$ cat config.mk
export PLATFORM = sky130hd
export DESIGN_NAME = trigproc_flat
export DESIGN_NICKNAME = d
export VERILOG_FILES = /design/src/rtl/trigproc_if.sv /design/src/rtl/trigproc.sv /design/src/flat_wrapper.sv
export SDC_FILE = /design/constraint.sdc
export NUM_CORES = 1
export LEC_CHECK = 0
export ABC_AREA = 1
export CORE_MARGIN = 1.5
export CORE_UTILIZATION = 57
export CTS_CLUSTER_SIZE = 8
export DETAILED_ROUTE_END_ITERATION = 10
export DONT_BUFFER_PORTS = 1
export GPL_ROUTABILITY_DRIVEN = 0
export PLACE_DENSITY = 0.75
export SLEW_MARGIN = 20
export SYNTH_ARGS = -nofsm -noshare
export SYNTH_HDL_FRONTEND = slang
export SYNTH_SLANG_ARGS = --single-unit
$ cat constraint.sdc
create_clock -name clk -period 1.4 [get_ports clk]
set_clock_uncertainty 0.1 [all_clocks]
set_input_delay 0.28 -clock clk [delete_from_list [all_inputs] [get_ports clk]]
set_output_delay 0.28 -clock clk [all_outputs]
set_load 0.02 [all_outputs]
$ cat src/rtl/trigproc_if.sv
// Trigger processor port bundle: trigger/control inputs toward the block, link and counters back.
// trigin is a one-cycle pulse with no ready/backpressure; a pulse the block cannot take is counted in lostcnt.
interface trigproc_if;
  logic        trigin;
  logic        inhibit;
  logic [15:0] prescale;
  logic [15:0] tdata;
  logic        tcomma;
  logic [29:0] tnum;
  logic [15:0] lostcnt;
  logic [1:0]  state_dbg;

  modport master (
    output trigin, inhibit, prescale,
    input  tdata, tcomma, tnum, lostcnt, state_dbg
  );

  modport slave (
    input  trigin, inhibit, prescale,
    output tdata, tcomma, tnum, lostcnt, state_dbg
  );
endinterface

$ cat src/rtl/trigproc.sv
// Trigger processor: inhibit, optional prescale (TRIGPROC_PRESCALE_EN), dead time, numbered
// two-word frames on a 16-bit comma/data link, saturating dropped-trigger counter.
module trigproc #(
  parameter int unsigned DEADTIME = 16
) (
  input  logic       clk,
  input  logic       reset,
  trigproc_if.slave  bus
);
  localparam logic [15:0] CH_COMMA = 16'h00BC;

  typedef enum logic [1:0] {IDLE, SEND0, SEND1, DEAD} state_t;

  state_t      state;
  logic [7:0]  dead_cnt;
  logic [29:0] tnum_q;
  logic [29:0] frame_q;
  logic [15:0] lost_q;
  logic [15:0] tdata_q;
  logic        tcomma_q;
  logic        eligible;
  logic        lost;
  logic        accept;

  assign eligible = bus.trigin && (state == IDLE) && !bus.inhibit;
  assign lost     = bus.trigin && ((state != IDLE) || bus.inhibit);

`ifdef TRIGPROC_PRESCALE_EN
  logic [15:0] pcnt;

  // >= rather than == so lowering prescale at run time never stalls acceptance.
  assign accept = eligible && (pcnt >= bus.prescale);

  always_ff @(posedge clk) begin
    if (reset) begin
      pcnt <= 16'd0;
    end else if (eligible) begin
      pcnt <= accept ? 16'd0 : pcnt + 16'd1;
    end
  end
`else
  logic unused_prescale;
  assign unused_prescale = ^bus.prescale;
  assign accept = eligible;
`endif

  always_ff @(posedge clk) begin
    if (reset) begin
      state    <= IDLE;
      dead_cnt <= 8'd0;
      tnum_q   <= 30'd0;
      frame_q  <= 30'd0;
      lost_q   <= 16'd0;
      tdata_q  <= CH_COMMA;
      tcomma_q <= 1'b1;
    end else begin
      if (lost && (lost_q != 16'hFFFF)) begin
        lost_q <= lost_q + 16'd1;
      end
      case (state)
        IDLE: begin
          tdata_q  <= CH_COMMA;
          tcomma_q <= 1'b1;
          if (accept) begin
            frame_q <= tnum_q;
            state   <= SEND0;
          end
        end
        SEND0: begin
          tdata_q  <= {1'b1, frame_q[29:15]};
          tcomma_q <= 1'b0;
          tnum_q   <= tnum_q + 30'd1;
          state    <= SEND1;
        end
        SEND1: begin
          tdata_q  <= {1'b0, frame_q[14:0]};
          tcomma_q <= 1'b0;
          dead_cnt <= 8'(DEADTIME - 1);
          state    <= DEAD;
        end
        DEAD: begin
          tdata_q  <= CH_COMMA;
          tcomma_q <= 1'b1;
          if (dead_cnt == 8'd0) begin
            state <= IDLE;
          end else begin
            dead_cnt <= dead_cnt - 8'd1;
          end
        end
        default: state <= IDLE;
      endcase
    end
  end

  assign bus.tdata     = tdata_q;
  assign bus.tcomma    = tcomma_q;
  assign bus.tnum      = tnum_q;
  assign bus.lostcnt   = lost_q;
  assign bus.state_dbg = state;
endmodule
$ cat src/flat_wrapper.sv
// flat-port wrapper written by rule: the top's interface ports become plain ports
module trigproc_flat 
#(
  parameter int unsigned DEADTIME = 16
)
  (clk, reset, bus_trigin, bus_inhibit, bus_prescale, bus_tdata, bus_tcomma, bus_tnum, bus_lostcnt, bus_state_dbg);
  trigproc_if bus_i ();
  input  logic clk;
  input  logic reset;
  input wire logic [$bits(bus_i.trigin)-1:0] bus_trigin;
  input wire logic [$bits(bus_i.inhibit)-1:0] bus_inhibit;
  input wire logic [$bits(bus_i.prescale)-1:0] bus_prescale;
  output wire logic [$bits(bus_i.tdata)-1:0] bus_tdata;
  output wire logic [$bits(bus_i.tcomma)-1:0] bus_tcomma;
  output wire logic [$bits(bus_i.tnum)-1:0] bus_tnum;
  output wire logic [$bits(bus_i.lostcnt)-1:0] bus_lostcnt;
  output wire logic [$bits(bus_i.state_dbg)-1:0] bus_state_dbg;
  assign bus_i.trigin = bus_trigin;
  assign bus_i.inhibit = bus_inhibit;
  assign bus_i.prescale = bus_prescale;
  assign bus_tdata = bus_i.tdata;
  assign bus_tcomma = bus_i.tcomma;
  assign bus_tnum = bus_i.tnum;
  assign bus_lostcnt = bus_i.lostcnt;
  assign bus_state_dbg = bus_i.state_dbg;
  trigproc #(.DEADTIME(DEADTIME)) u_core (.clk(clk), .reset(reset), .bus(bus_i));
endmodule
## Word level (Yosys, flattened, before mapping)

Index checks and enable logic that the tools add are counted.
Widths: inputs -> output; s select.

| word-level totals | value |
|---|---|
| flip-flop bits (word level) | 103 |
| logic and storage cells | 39 |
| bits of input ports | 20 |
| output and inout bits | 65 |

| cells by class | value |
|---|---|
| muxes and demuxes | 7 |
| equal/unequal tests | 7 |
| reduce and logical (&&, ||, !) cells | 15 |
| add/subtract/negate cells | 3 |

Operators by type and width:

| operator | count |
|---|---|
| $pmux 16 s3 | 1 |
| $add 30x1->30 const B | 1 |
| $add 16x1->16 const B | 1 |
| $ne 16x16->1 const B | 1 |
| $pmux 8 s2 | 1 |
| $logic_not 8->1 | 1 |
| $mux 8 | 1 |
| $pmux 2 s4 | 1 |
| $sub 8x1->8 const B | 1 |
| $reduce_and 2->1 | 3 |
| $eq 2x2->1 const B | 2 |
| $logic_and 1x1->1 | 4 |
| $mux 2 | 2 |
| $ne 2x1->1 const B | 2 |
| $reduce_bool 2->1 | 2 |
| $reduce_or 2->1 | 2 |
| $eq 2x1->1 const B | 1 |
| $logic_not 2->1 | 1 |
| $ne 2x2->1 const B | 1 |
| $pmux 1 s2 | 1 |
| $logic_not 1->1 | 1 |
| $logic_or 1x1->1 | 1 |

## Longest topological paths before layout

| depth | value |
|---|---|
| depth after elaboration | 5 |
| gate-level depth with buffers | 11 |
| gate-level depth less buffers | 10 |

## Worst setup path after synthesis

No wires, ideal clock.

| timing | value |
|---|---|
| path type | reg-to-reg |
| start | register u_core.state[0] (netlist: u_core.bus.state_dbg[0]) |
| end | register u_core.lost_q[4] (netlist: u_core.bus.lostcnt[4]) |
| clock period less this slack | 1.764 ns |
| data required time | 1.231 ns |
| stages on the path, launching flop included | 9 |
| setup time | 0.069 ns |
| setup slack | -0.364 ns |
| arrival time | 1.595 ns |
| path buffers | 1 |
| cells stage by stage | dfxtp_1 inv_1 ha_1 a21boi_2 inv_2 nor2_4 buf_6 nand2_1 a21oi_2 |

| between the ends | value |
|---|---|
| word-level cells in the longest chain between the ends | 4 |

RTL lines:

| item | line | RTL |
|---|---|---|
| start, declared | trigproc.sv:14 | `state_t state;` |
| start signal, assigned | trigproc.sv:49 | `state <= IDLE;` |
| start signal, assigned | trigproc.sv:66 | `state <= SEND0;` |
| start signal, assigned | trigproc.sv:73 | `state <= SEND1;` |
| $reduce_bool 2->1 | trigproc.sv:26 | `assign lost = bus.trigin && ((state != IDLE) \|\| bus.inhibit);` |
| $logic_or 1x1->1 | trigproc.sv:26 |  |
| $logic_and 1x1->1 | trigproc.sv:26 |  |
| $logic_and 1x1->1 | trigproc.sv:57 | `if (lost && (lost_q != 16'hFFFF)) begin` |
| end signal, assigned | trigproc.sv:58 | `lost_q <= lost_q + 16'd1;` |
| end, declared | trigproc.sv:18 | `logic [15:0] lost_q;` |

No other way between the ends.
A chain may end at the register's enable or synchronous reset.

## Worst setup path after layout

| timing | value |
|---|---|
| start | register u_core.state[0] (netlist: u_core.bus.state_dbg[0]) |
| end | register u_core.lost_q[1] (netlist: u_core.bus.lostcnt[1]) |

Same word-level chain as after synthesis.

==> summary.txt <==
Status
  • Status: finished with violations
  • Failing checks: negative hold slack, negative setup slack

Die
  • Die H: approximately 94 um
  • Die ar.: slightly below 0.009 mm^2
  • Starting density of the core: 0.585
  • Row count: 33
  • Core ar.: between 0.008 and 0.009 mm^2
  • IO Pins: 85
  • Die width: 94.4 um

Synth
  • Seq/Total Area, Yosys: 0.433
  • Syn Nets: 704
  • Synth area leader: dfxtp_1
  • Synth top area share: 0.433
  • Number of enable flip-flop cells after synthesis: 0
  • Async SR Flop Fraction: 0
  • Library cells used by synthesis: 36
  • Top cells by area, synth: dfxtp_1, nand2_1, nor2_1, a21oi_1, inv_1
  • Ys flop type: dfxtp_1
  • Syn_area_per_cell: between 7 and 8 um^2
  • Syn. warnings: 0
  • Post-synthesis cell count: between 600 and 700
  • Cell Area, Synth: 0.00476 mm^2
  • #FFs+latches synth: 103

Worst setup path
  • Worst Path Arrival: 1920 ps
  • R2R setup slack: -310 ps
  • Worst path cell trace: inv_4 > ha_4 > a21boi_4 > inv_2 > nor2_4 > buf_4 > nand2_1 > a21oi_1
  • CP max FO: 4
  • Crit path from: u_core.bus.state_dbg[0]
  • Crit path kind: reg -> reg
  • Slowest-stage cell, CP: dfxtp_4
  • R2R Path Start: u_core.bus.state_dbg[0]
  • CP endpoint kind: flip-flop
  • Crit start category: flip-flop
  • Largest stage delay on the critical path: a little over 400 ps
  • WP data required: between 1500 and 2000 ps

CTS
  • H-tree depth: 3
  • Worst skew pair latency: around 400 ps
  • CTS tree: yes
  • Clock tree root driver cell: clkbuf_8
  • TritonCTS buffer count: 9
  • Clk sink count: 103
  • Bufs on Longest Clock Path: 2
  • CTS clk-pin slew, worst paths: 130 ps

Worst hold path
  • HP Start: reset
  • Worst hold path class: in -> reg

Detailed routing
  • Avg WL per Cell: 19.1 um
  • Initial DRC count: 538
  • Pre-Repair DR Iteration Count: 7
  • DRT antenna net count: 0
  • Drt total wl: ~17000 um
  • Residual DRC: 0
  • Via density: approximately 6.1
  • Via count: between 5k and 6k

Power and ir drop
  • Peak VDD IR: around 860 uV
  • P_leak: approximately 2.6 nW
  • Cell Pwr Density: ~1300 mW/mm^2

Layout
  • Nets: slightly above 800
  • P&R area growth vs syn: 42.8%
  • Diode count: 0
  • Final core utilization: 0.836
  • Fill cells: between 400 and 500
  • Share of post-route cells with drive strength above 1: 0.405

Global route
  • Gr usage total: 0.322
  • First-pass GRT wire length: ~22000 um
  • Initial antenna violation count: 0
  • GRT Residual Overflow: 0
  • Largest net degree at the start of global routing: 41
  • Vias in the first global route: 4819

Timing
  • Slew at the pin closest to its max-slew limit: 398 ps
  • Hold_ws: -182 ps
  • Relative slew slack: 0.733
  • # setup viols final: 75
  • Max-slew violation count: 0
  • Period utilisation layout: 1.22
  • Setup repair after global routing missed its margin: yes
  • Final Critical Period: 1710 ps
  • Max Fclk: about 0.59 GHz
  • Final setup margin: -307 ps
  • Final hold viol count: 30

Placed design
  • Pre-CTS WS: -212 ps
  • Post-DP HPWL: 9070 um
  • PortBufs: 0

Job
  • Number of maximum-capacitance violations: 0
-- power breakdown --
group,internal (mW),switching [mW]
clock,0.728,1.28
sequential,3.31,0.376
combinational,1.50,1.83
total,5.54,3.49
-- synth_stat cells, types with 5 or more instances --
library cell,number
a21oi_1,55
nor2_4,5
dfxtp_1,103
nor2_1,103
o22ai_1,8
inv_1,73
nand4_1,15
buf_2,5
nand3_1,42
a21oi_2,5
xor2_1,5
ha_1,8
nor3_1,8
nand2_1,142
clkbuf_1,10
o21ai_0,44
nor2_2,9
-- registers in the layout (all words and copies together) (netlist names) --
register,count
u_core.bus.tcomma,1
u_core.bus.lostcnt,16
u_core.frame_q,30
u_core.dead_cnt,8
u_core.bus.tdata,16
u_core.bus.state_dbg,2
u_core.bus.tnum,30
-- repair_timing --
item | in CTS | in global routing
buffers inserted | 11 | 18
gates resized for setup | 74 | 135
hold endpoints to repair | 30 | 30
pin swaps | 29 | 39
gates cloned | 0 | 2
endpoints found under the setup margin | 89 | 101
-- worst paths after layout --
check	cells after the start	end
max	8	u_core.bus.lostcnt[1]
min	1	u_core.dead_cnt[5]
max reg2reg	8	u_core.bus.lostcnt[1]
min reg2reg	2	u_core.frame_q[26]
-- per-stage QoR --
stage          std cells  total power, mW  hold WS (ps)  TNS (ps)  area [um^2]
4_1_cts              881             8.13          -169     -2610         6270
2_1_floorplan        676             5.11           277     -1150         4940
6_report             898             9.03          -182     -8630         6800
5_1_grt              898             9.37          -198    -13220         6800
3_5_place_dp         856             5.83           244     -4150         5710
3_3_place_gp         856             5.75           242     -2240         5710
-- layout make-up --
cell class / count / area (um^2) / share of cell area
Sequential cell: 103 / 2130 / 0.313
Tap cell: 105 / 131 / 0.0193
Multi-Input combinational cell: 475 / 2920 / 0.429
Inverter: 76 / 305 / 0.0449
Clock buffer: 9 / 124 / 0.0182
Timing Repair Buffer: 123 / 1110 / 0.163
Clock inverter: 7 / 81.3 / 0.0120
-- logic make-up (layout without fill, tap and decap cells) --
| logic type | after synthesis | count (layout) | synth area share |
|---|---|---|---|
| AO/OA/AOI/OAI | 122 | 122 | 0.139 |
| AND/OR/NAND/NOR | 336 | 336 | 0.308 |
| adder cells (fa/ha/maj) | 8 | 8 | 0.0210 |
| buffers and inverters | 98 | 215 | 0.0825 |
| XOR/XNOR | 9 | 9 | 0.0166 |
| flip-flops | 103 | 103 | 0.433 |
-- per-layer routing --
metal	part of all wire	global-route usage	up-vias
met5	0	0	-
met2	0.47	0.526	411
li1	-	-	2414
met1	0.37	0.397	2530
met3	0.10	0.0910	121
met4	0.056	0.138	0
-- cell usage in the layout (no fill, tap or decap), types with 2 or more instances in the layout --
cell type  Yosys  routed
a21oi_1       55      45
a21oi_2        5      15
buf_12         0       4
buf_4          1      87
buf_6          2      30
clkbuf_8       0       9
dfxtp_1      103      65
dfxtp_2        0      30
dfxtp_4        0       8
ha_4           0       7
inv_1         73      63
inv_2          3       7
inv_4          0       5
inv_6          0       2
inv_8          0       3
nand2_1      142     117
nand2_2        4      26
nand2_4        0       3
nand3_1       42      27
nand3_2        2      12
nand3_4        0       5
nand4_1       15      15
nor2_1       103      77
nor2_2         9      12
nor2_4         5      28
nor3_1         8       7
nor3_2         2       2
o21a_1         2       2
o21ai_0       44      12
o21ai_1        3      25
o21ai_2        1       9
o21ai_4        0       2
o22ai_1        8       4
o22ai_2        0       4
xnor2_1        4       3
xor2_1         5       5
-- worst max-delay path, delay by kind of cell (launching register included) --
| kind | cells | cell delay [ps] |
|---|---|---|
| adders and majority gates | 1 | 170 |
| buffers and inverters | 3 | 300 |
| DFF | 1 | 410 |
| and+or+nand+nor | 2 | 230 |
| AOI/OAI and AO/OA | 2 | 400 |
No activity file was read; power rests on OpenSTA's default activity.
